**config.mk**
```make
export PLATFORM = sky130hd
export DESIGN_NAME = riscv_mem_arbiter
export DESIGN_NICKNAME = d
export VERILOG_FILES = /design/src/rtl/riscv_mem_arbiter.sv
export SDC_FILE = /design/constraint.sdc
export NUM_CORES = 1
export LEC_CHECK = 0
export ABC_AREA = 1
export CORE_AREA = 3 3 100 102
export CTS_BUF_LIST = sky130_fd_sc_hd__clkbuf_4
export DETAILED_ROUTE_END_ITERATION = 7
export DIE_AREA = 0 0 103 105
export MAX_ROUTING_LAYER = met4
export PLACE_DENSITY = 0.75
export SYNTH_ARGS = -nofsm -noshare
export SYNTH_HDL_FRONTEND = slang
export SYNTH_SLANG_ARGS = --single-unit
```
**constraint.sdc**
```tcl
create_clock -name clk -period 1.6 [get_ports clk]
set_input_delay 0.24 -clock clk [delete_from_list [all_inputs] [get_ports clk]]
set_output_delay 0.24 -clock clk [all_outputs]
set_load 0.03 [all_outputs]
```
**src/rtl/riscv_mem_arbiter.sv**
```systemverilog
// Two-port (fetch / data) round-robin arbiter in front of a single-port synchronous memory.
// Grants are combinational; responses follow exactly one cycle after the grant.
module riscv_mem_arbiter #(
  parameter int ADDR_W = 10
) (
  input  logic              clk,
  input  logic              rst,
  input  logic              if_req,
  input  logic [31:0]       if_addr,
  output logic              if_gnt,
  output logic              if_rvalid,
  output logic [31:0]       if_rdata,
  input  logic              d_req,
  input  logic              d_we,
  input  logic [31:0]       d_addr,
  input  logic [31:0]       d_wdata,
  output logic              d_gnt,
  output logic              d_rvalid,
  output logic [31:0]       d_rdata,
  output logic              d_err,
  output logic              mem_en,
  output logic              mem_we,
  output logic [ADDR_W-1:0] mem_addr,
  output logic [31:0]       mem_wdata,
  input  logic [31:0]       mem_rdata,
  output logic [15:0]       conflict_cnt
);

  logic prio_d;
  logic d_misal;
  logic if_pend;
  logic d_pend;
  logic d_load;
  logic d_err_q;

  assign d_misal = (d_addr[1:0] != 2'b00);

  // Round-robin grant; prio_d set means the data port wins a tie.
  always_comb begin
    if_gnt = 1'b0;
    d_gnt  = 1'b0;
    if (rst) begin
      if_gnt = 1'b0;
      d_gnt  = 1'b0;
    end else if (if_req && d_req) begin
      if (prio_d) begin
        d_gnt = 1'b1;
      end else begin
        if_gnt = 1'b1;
      end
    end else begin
      if_gnt = if_req;
      d_gnt  = d_req;
    end
  end

  // Memory command mux; a misaligned data access is granted but never touches memory.
  always_comb begin
    mem_en    = 1'b0;
    mem_we    = 1'b0;
    mem_addr  = {ADDR_W{1'b0}};
    mem_wdata = 32'h0000_0000;
    if (d_gnt && !d_misal) begin
      mem_en    = 1'b1;
      mem_we    = d_we;
      mem_addr  = d_addr[ADDR_W+1:2];
      mem_wdata = d_we ? d_wdata : 32'h0000_0000;
    end else if (if_gnt) begin
      mem_en   = 1'b1;
      mem_addr = if_addr[ADDR_W+1:2];
    end else begin
      mem_en = 1'b0;
    end
  end

  // Pointer moves away from whichever port was just granted.
  always_ff @(posedge clk or posedge rst) begin
    if (rst) begin
      prio_d <= 1'b1;
    end else if (d_gnt) begin
      prio_d <= 1'b0;
    end else if (if_gnt) begin
      prio_d <= 1'b1;
    end else begin
      prio_d <= prio_d;
    end
  end

  // Response ownership: at most one grant per cycle, so at most one pending flag is set.
  always_ff @(posedge clk or posedge rst) begin
    if (rst) begin
      if_pend <= 1'b0;
      d_pend  <= 1'b0;
      d_load  <= 1'b0;
      d_err_q <= 1'b0;
    end else begin
      if_pend <= if_gnt;
      d_pend  <= d_gnt;
      d_load  <= d_gnt && !d_we && !d_misal;
      d_err_q <= d_gnt && d_misal;
    end
  end

  // Saturating count of cycles in which both ports competed.
  always_ff @(posedge clk or posedge rst) begin
    if (rst) begin
      conflict_cnt <= 16'h0000;
    end else if (if_req && d_req && (conflict_cnt != 16'hFFFF)) begin
      conflict_cnt <= conflict_cnt + 16'h0001;
    end else begin
      conflict_cnt <= conflict_cnt;
    end
  end

  assign if_rvalid = if_pend;
  assign if_rdata  = if_pend ? mem_rdata : 32'h0000_0000;
  assign d_rvalid  = d_pend;
  assign d_err     = d_err_q;
  assign d_rdata   = d_load ? mem_rdata : 32'h0000_0000;

endmodule

```
Yosys cells after proc, flatten, opt, wreduce, memory -nomap -nowiden
Cells that the tools add are included.
{ "totals": {"reg_bits": 21, "word_cells": 35, "inputBits": 133, "out_inout_bits": 129} }
{ "classes": {"n_eq_ne": 1, "reduce_logical": 10, "n_mux": 17, "add_sub_neg": 1} }
{ "ops": {"columns": ["operator", "n"], "rows": [
  ["32-bit 2-to-1 mux", 4],
  ["10-bit 2-to-1 mux", 2],
  ["16-bit by 1-bit adder with 16-bit output, second input constant", 1],
  ["16-bit inequality test, second input constant", 1],
  ["1-bit 2-to-1 mux", 11],
  ["1-bit logical AND", 6],
  ["2-bit nonzero test", 2],
  ["1-bit zero test", 2]
]} }

Longest topological paths before layout
{ "depth": {"ltp_word": 5, "mapped_depth": 9, "mapped_depth_nobuf": 9} }

Worst setup path before layout
No wires, ideal clock.
{ "synth_timing": {"path_kind": "input -> output", "start": "in rst", "end": "out mem_wdata[10]", "path_buffers": 1, "setup_slack_ns": -0.693, "cell_stages": 6, "arrival_ns": 2.053, "cell_sequence": "inv_1 nand3_1 inv_1 nand2_1 clkbuf_1 nor2_1"} }
{ "synth_via": {"elab_chain_cells": 3} }
{ "synth_rtl": {"columns": ["element", "line", "rtl"], "rows": [
  ["start: declaration", "7", "input logic rst,"],
  ["1-bit 2-to-1 mux", "42", "if (rst) begin"],
  ["via d_gnt", "17", "output logic d_gnt,"],
  ["1-bit logical AND", "63", "if (d_gnt && !d_misal) begin"],
  ["32-bit 2-to-1 mux", "63", null],
  ["end: declaration", "24", "output logic [31:0] mem_wdata,"]
]} }
The timed path passes the listed nets, and every way through them passes these cells.

Final worst setup path
{ "layout_timing": {"start": "reg prio_d", "end": "out mem_addr[8]"} }
{ "layout_via": {"elab_chain_cells": 5} }
{ "layout_rtl": {"columns": ["element", "line", "rtl"], "rows": [
  ["start: declaration", "29", "logic prio_d;"],
  ["start signal: assignment", "85", "prio_d <= prio_d;"],
  ["1-bit 2-to-1 mux", "46", "if (prio_d) begin"],
  ["1-bit 2-to-1 mux", "45", "end else if (if_req && d_req) begin"],
  ["1-bit 2-to-1 mux", "42", null],
  ["10-bit 2-to-1 mux or 1-bit logical AND (tied branches)", "68, 63", null],
  ["10-bit 2-to-1 mux (*)", "63", null],
  ["end: declaration", "23", "output logic [ADDR_W-1:0] mem_addr,"]
]} }
Every way passes the cells marked *; elsewhere a longest branch is shown, timed or not.

==> flow_metrics.env <==
export IMPL_grt_usage_pct=17.4
export IMPL_path_depth=10
export IMPL_h_tree_depth=1
export IMPL_min_period_ps=1980
export IMPL_cts_tree="done"
export IMPL_synth_edf_count=0
export IMPL_final_util_pct=56.6
export IMPL_synthArstFlopShare_pct=100
export IMPL_avgSynthCellArea_sq_um=5.26
export IMPL_critPathLaunchType="register"
export IMPL_dieHeight_um=105
export IMPL_nNetsFinal=790
export IMPL_grt_max_degree=34
export IMPL_first_pass_iters=4
export IMPL_drc=0
export IMPL_root_buffer="clkbuf_4"
export IMPL_syn_area_sq_um=2160
export IMPL_initial_core_util_pct=23.5
export IMPL_dp_hpwl_um=7900
export IMPL_ir_worst_vdd_mv=0.419
export IMPL_violations="setup timing"
export IMPL_die_area_sq_um=10800
export IMPL_rr_worst_depth=8
export IMPL_yosysTopAreaCell="nand2_1"
export IMPL_vias_per_cell=4.30
export IMPL_setup_slack_ps=-385
export IMPL_grt_overflow_total=0
export IMPL_yosysTopAreaCellShare_pct=33.6
export IMPL_cp_cell_sequence="inv_2 -> nand2_2 -> nand3_4 -> clkinv_4 -> nand2_8 -> buf_6 -> clkinvlp_4 -> nand2_2 -> nand2_2 -> buf_6"
export IMPL_finalClockSkew_ps=0.926
export IMPL_post_dp_cell_area_sq_um=4740
export IMPL_setup_violations=46
export IMPL_wl_per_cell_um=13.3
export IMPL_cp_end_kind="output pin"
export IMPL_max_freq_ghz=0.504
export IMPL_worst_path_buf_inv=5
export IMPL_ys_warn_count=0
export IMPL_run_status="finished with violations"
export IMPL_drv_slew=0
export IMPL_cp_top_family="flip-flops"
export IMPL_critPathMaxStageDelay_ps=550
export IMPL_layout_drive_gt1_share_pct=37.1
export IMPL_tightest_slew_ps=370
export IMPL_rows=35
export IMPL_relSlewSlack_pct=75.4
export IMPL_numPortBuffers=219
export IMPL_timing_critical_path_mode_cell="nand2_2"
export IMPL_worstPathArrival_ps=1740
export IMPL_diodes=0
export IMPL_ant_nets=0
export IMPL_ios=262
export IMPL_grt_pass1_vias=3153
export IMPL_grt_pass1_wl_um=14900
export IMPL_hold_class="input port to asynchronous set/reset pin"
export IMPL_layout_area_overhead_vs_synth_pct=141
export IMPL_gp_congestion=0.891
export IMPL_drv_cap=0
export IMPL_synth_commonest_cells="193 x nand2_1, 86 x inv_1, 51 x nor2_1, 20 x dfrtp_1, 13 x clkbuf_1"
export IMPL_cts_buffers=3
export IMPL_cpMaxStageDelayCell="dfstp_2"
export IMPL_syn_nets=544
export IMPL_cts_sinks=21
export IMPL_fin_area_sq_um=5200
export IMPL_cp_required_ps=1360
export IMPL_antenna_found_initial=0
export IMPL_clkLatencyLatePin_ps=300
export IMPL_met1_usage_pct=17.9
export IMPL_crit_fanout=6
export IMPL_p_leak_nw=2.91
export IMPL_grt_most_used_layer="met2"
export IMPL_cts_buffer_depth=2
export IMPL_cts_clk_slew_worst_paths_ps=120
export IMPL_path_class="register to output pin"
export IMPL_netlist_cell_type_count=26
export IMPL_synth_most_common_cell="nand2_1"
export IMPL_drt_total_wl_um=10200
export IMPL_core_area_sq_um=9200
export IMPL_use_met3_pct=2.47
export IMPL_fp_dieW_um=103
export IMPL_synth_area_leaders="nand2_1 34%, dfrtp_1 23%, inv_1 15%, nor2_1 8.9%, clkbuf_1 2.3%"
export IMPL_vias=3291
export IMPL_ys_ff_latch=21
export IMPL_hold_violations=0
export IMPL_rsz0062_at_grt="yes"
export IMPL_use_met2_pct=33.2
export IMPL_first_iter_violations=146
export IMPL_netlist_instances=410
export IMPL_ys_flop_type="dfrtp_1"
export IMPL_ys_seq_area_share_pct=24.4
export IMPL_timing_final_crit_share_pct=124
export IMPL_powerDensity_nw_per_um2=446
state kept, by name (all words and copies together), names as in the netlist:
name and flops:
d_err 1, d_rvalid 1, prio_d 1, d_load 1, if_rvalid 1, conflict_cnt 16
metal layers:
layer	wire length (um)	share of wire [%]
met1	3590	35
met2	5680	56
met3	727	7.2
met4	155	1.5
met5	0	0
stage by stage:
| step | std cells | TNS [ps] | power (W) | worst slack [ps] | hold slack (ps) |
|---|---|---|---|---|---|
| finish | 766 | -15130 | 0.00232 | -385 | 34.7 |
| detailed placement | 749 | -16020 | 0.00201 | -571 | 526 |
| global route | 766 | -17960 | 0.00245 | -453 | 41.1 |
| CTS | 764 | -15220 | 0.00230 | -412 | 335 |
| global placement | 749 | -15330 | 0.00199 | -539 | 513 |
| floorplan | 410 | -154 | 0.00137 | -22.1 | 123 |
area by class of cell:
cell class                 count  area (sq um)
timing repair inverter         2          15.0
clock buffer                   3          22.5
timing repair buffer         255          2540
tap                          111           139
inverter                      87           343
fill                         863          3990
clock inverter                 1          5.00
sequential                    21           531
multi-input combinational    286          1610
worst paths after layout:
| kind | slack, ps | end | start |
|---|---|---|---|
| hold reg to reg | 570 | conflict_cnt[13]$_DFFE_PP0P_ | conflict_cnt[13]$_DFFE_PP0P_ |
| min in group clk | 510 | d_rvalid$_DFF_PP0_ | rst |
| max in group asynchronous | 1330 | prio_d$_DFFE_PP1P_ | rst |
| hold / removal | 30 | d_rvalid$_DFF_PP0_ | rst |
| setup reg to reg | 70 | prio_d$_DFFE_PP1P_ | prio_d$_DFFE_PP1P_ |
| setup / recovery | -380 | mem_addr[8] | prio_d$_DFFE_PP1P_ |
placed cells by master (no fill, tap or decap), types with 9 or more instances in the layout:
cell type	count
buf_6	45
buf_12	9
nand2_2	27
clkdlybuf4s50_1	89
buf_4	87
nor2_1	18
nor2_4	36
dlygate4sd2_1	18
nand2_1	166
dfrtp_1	17
inv_1	80
kinds of logic (layout without fill, tap and decap cells):
group           count (synthesis)  count (layout)  share of synthesized area [%]
simple gates                  273             273                           52.6
buf+inv                       103             348                           18.4
flops                          21              21                           24.4
compound gates                  9               9                           2.78
xor+xnor                        3               3                           1.22
fa+ha+maj                       1               1                          0.580
power breakdown:
group	switching, W	internal [W]	total [W]
registers	0.0000964	0.000611	0.000707
clock network	0.000169	0.0000933	0.000263
logic	0.000741	0.000610	0.00135
repair_timing:
item	CTS	global route
cloned	5	0
setup buffers	7	5
gates resized for setup	91	39
hold buffers	0	0
setup endpoints to repair	64	68
pin swaps	5	15
worst min-delay path, cell delays in order:
cell	delay [ps]
dlymetal6s2s_1	140
clkinvlp_4	120
buf_8	210
(Power assumes the default switching activity.)
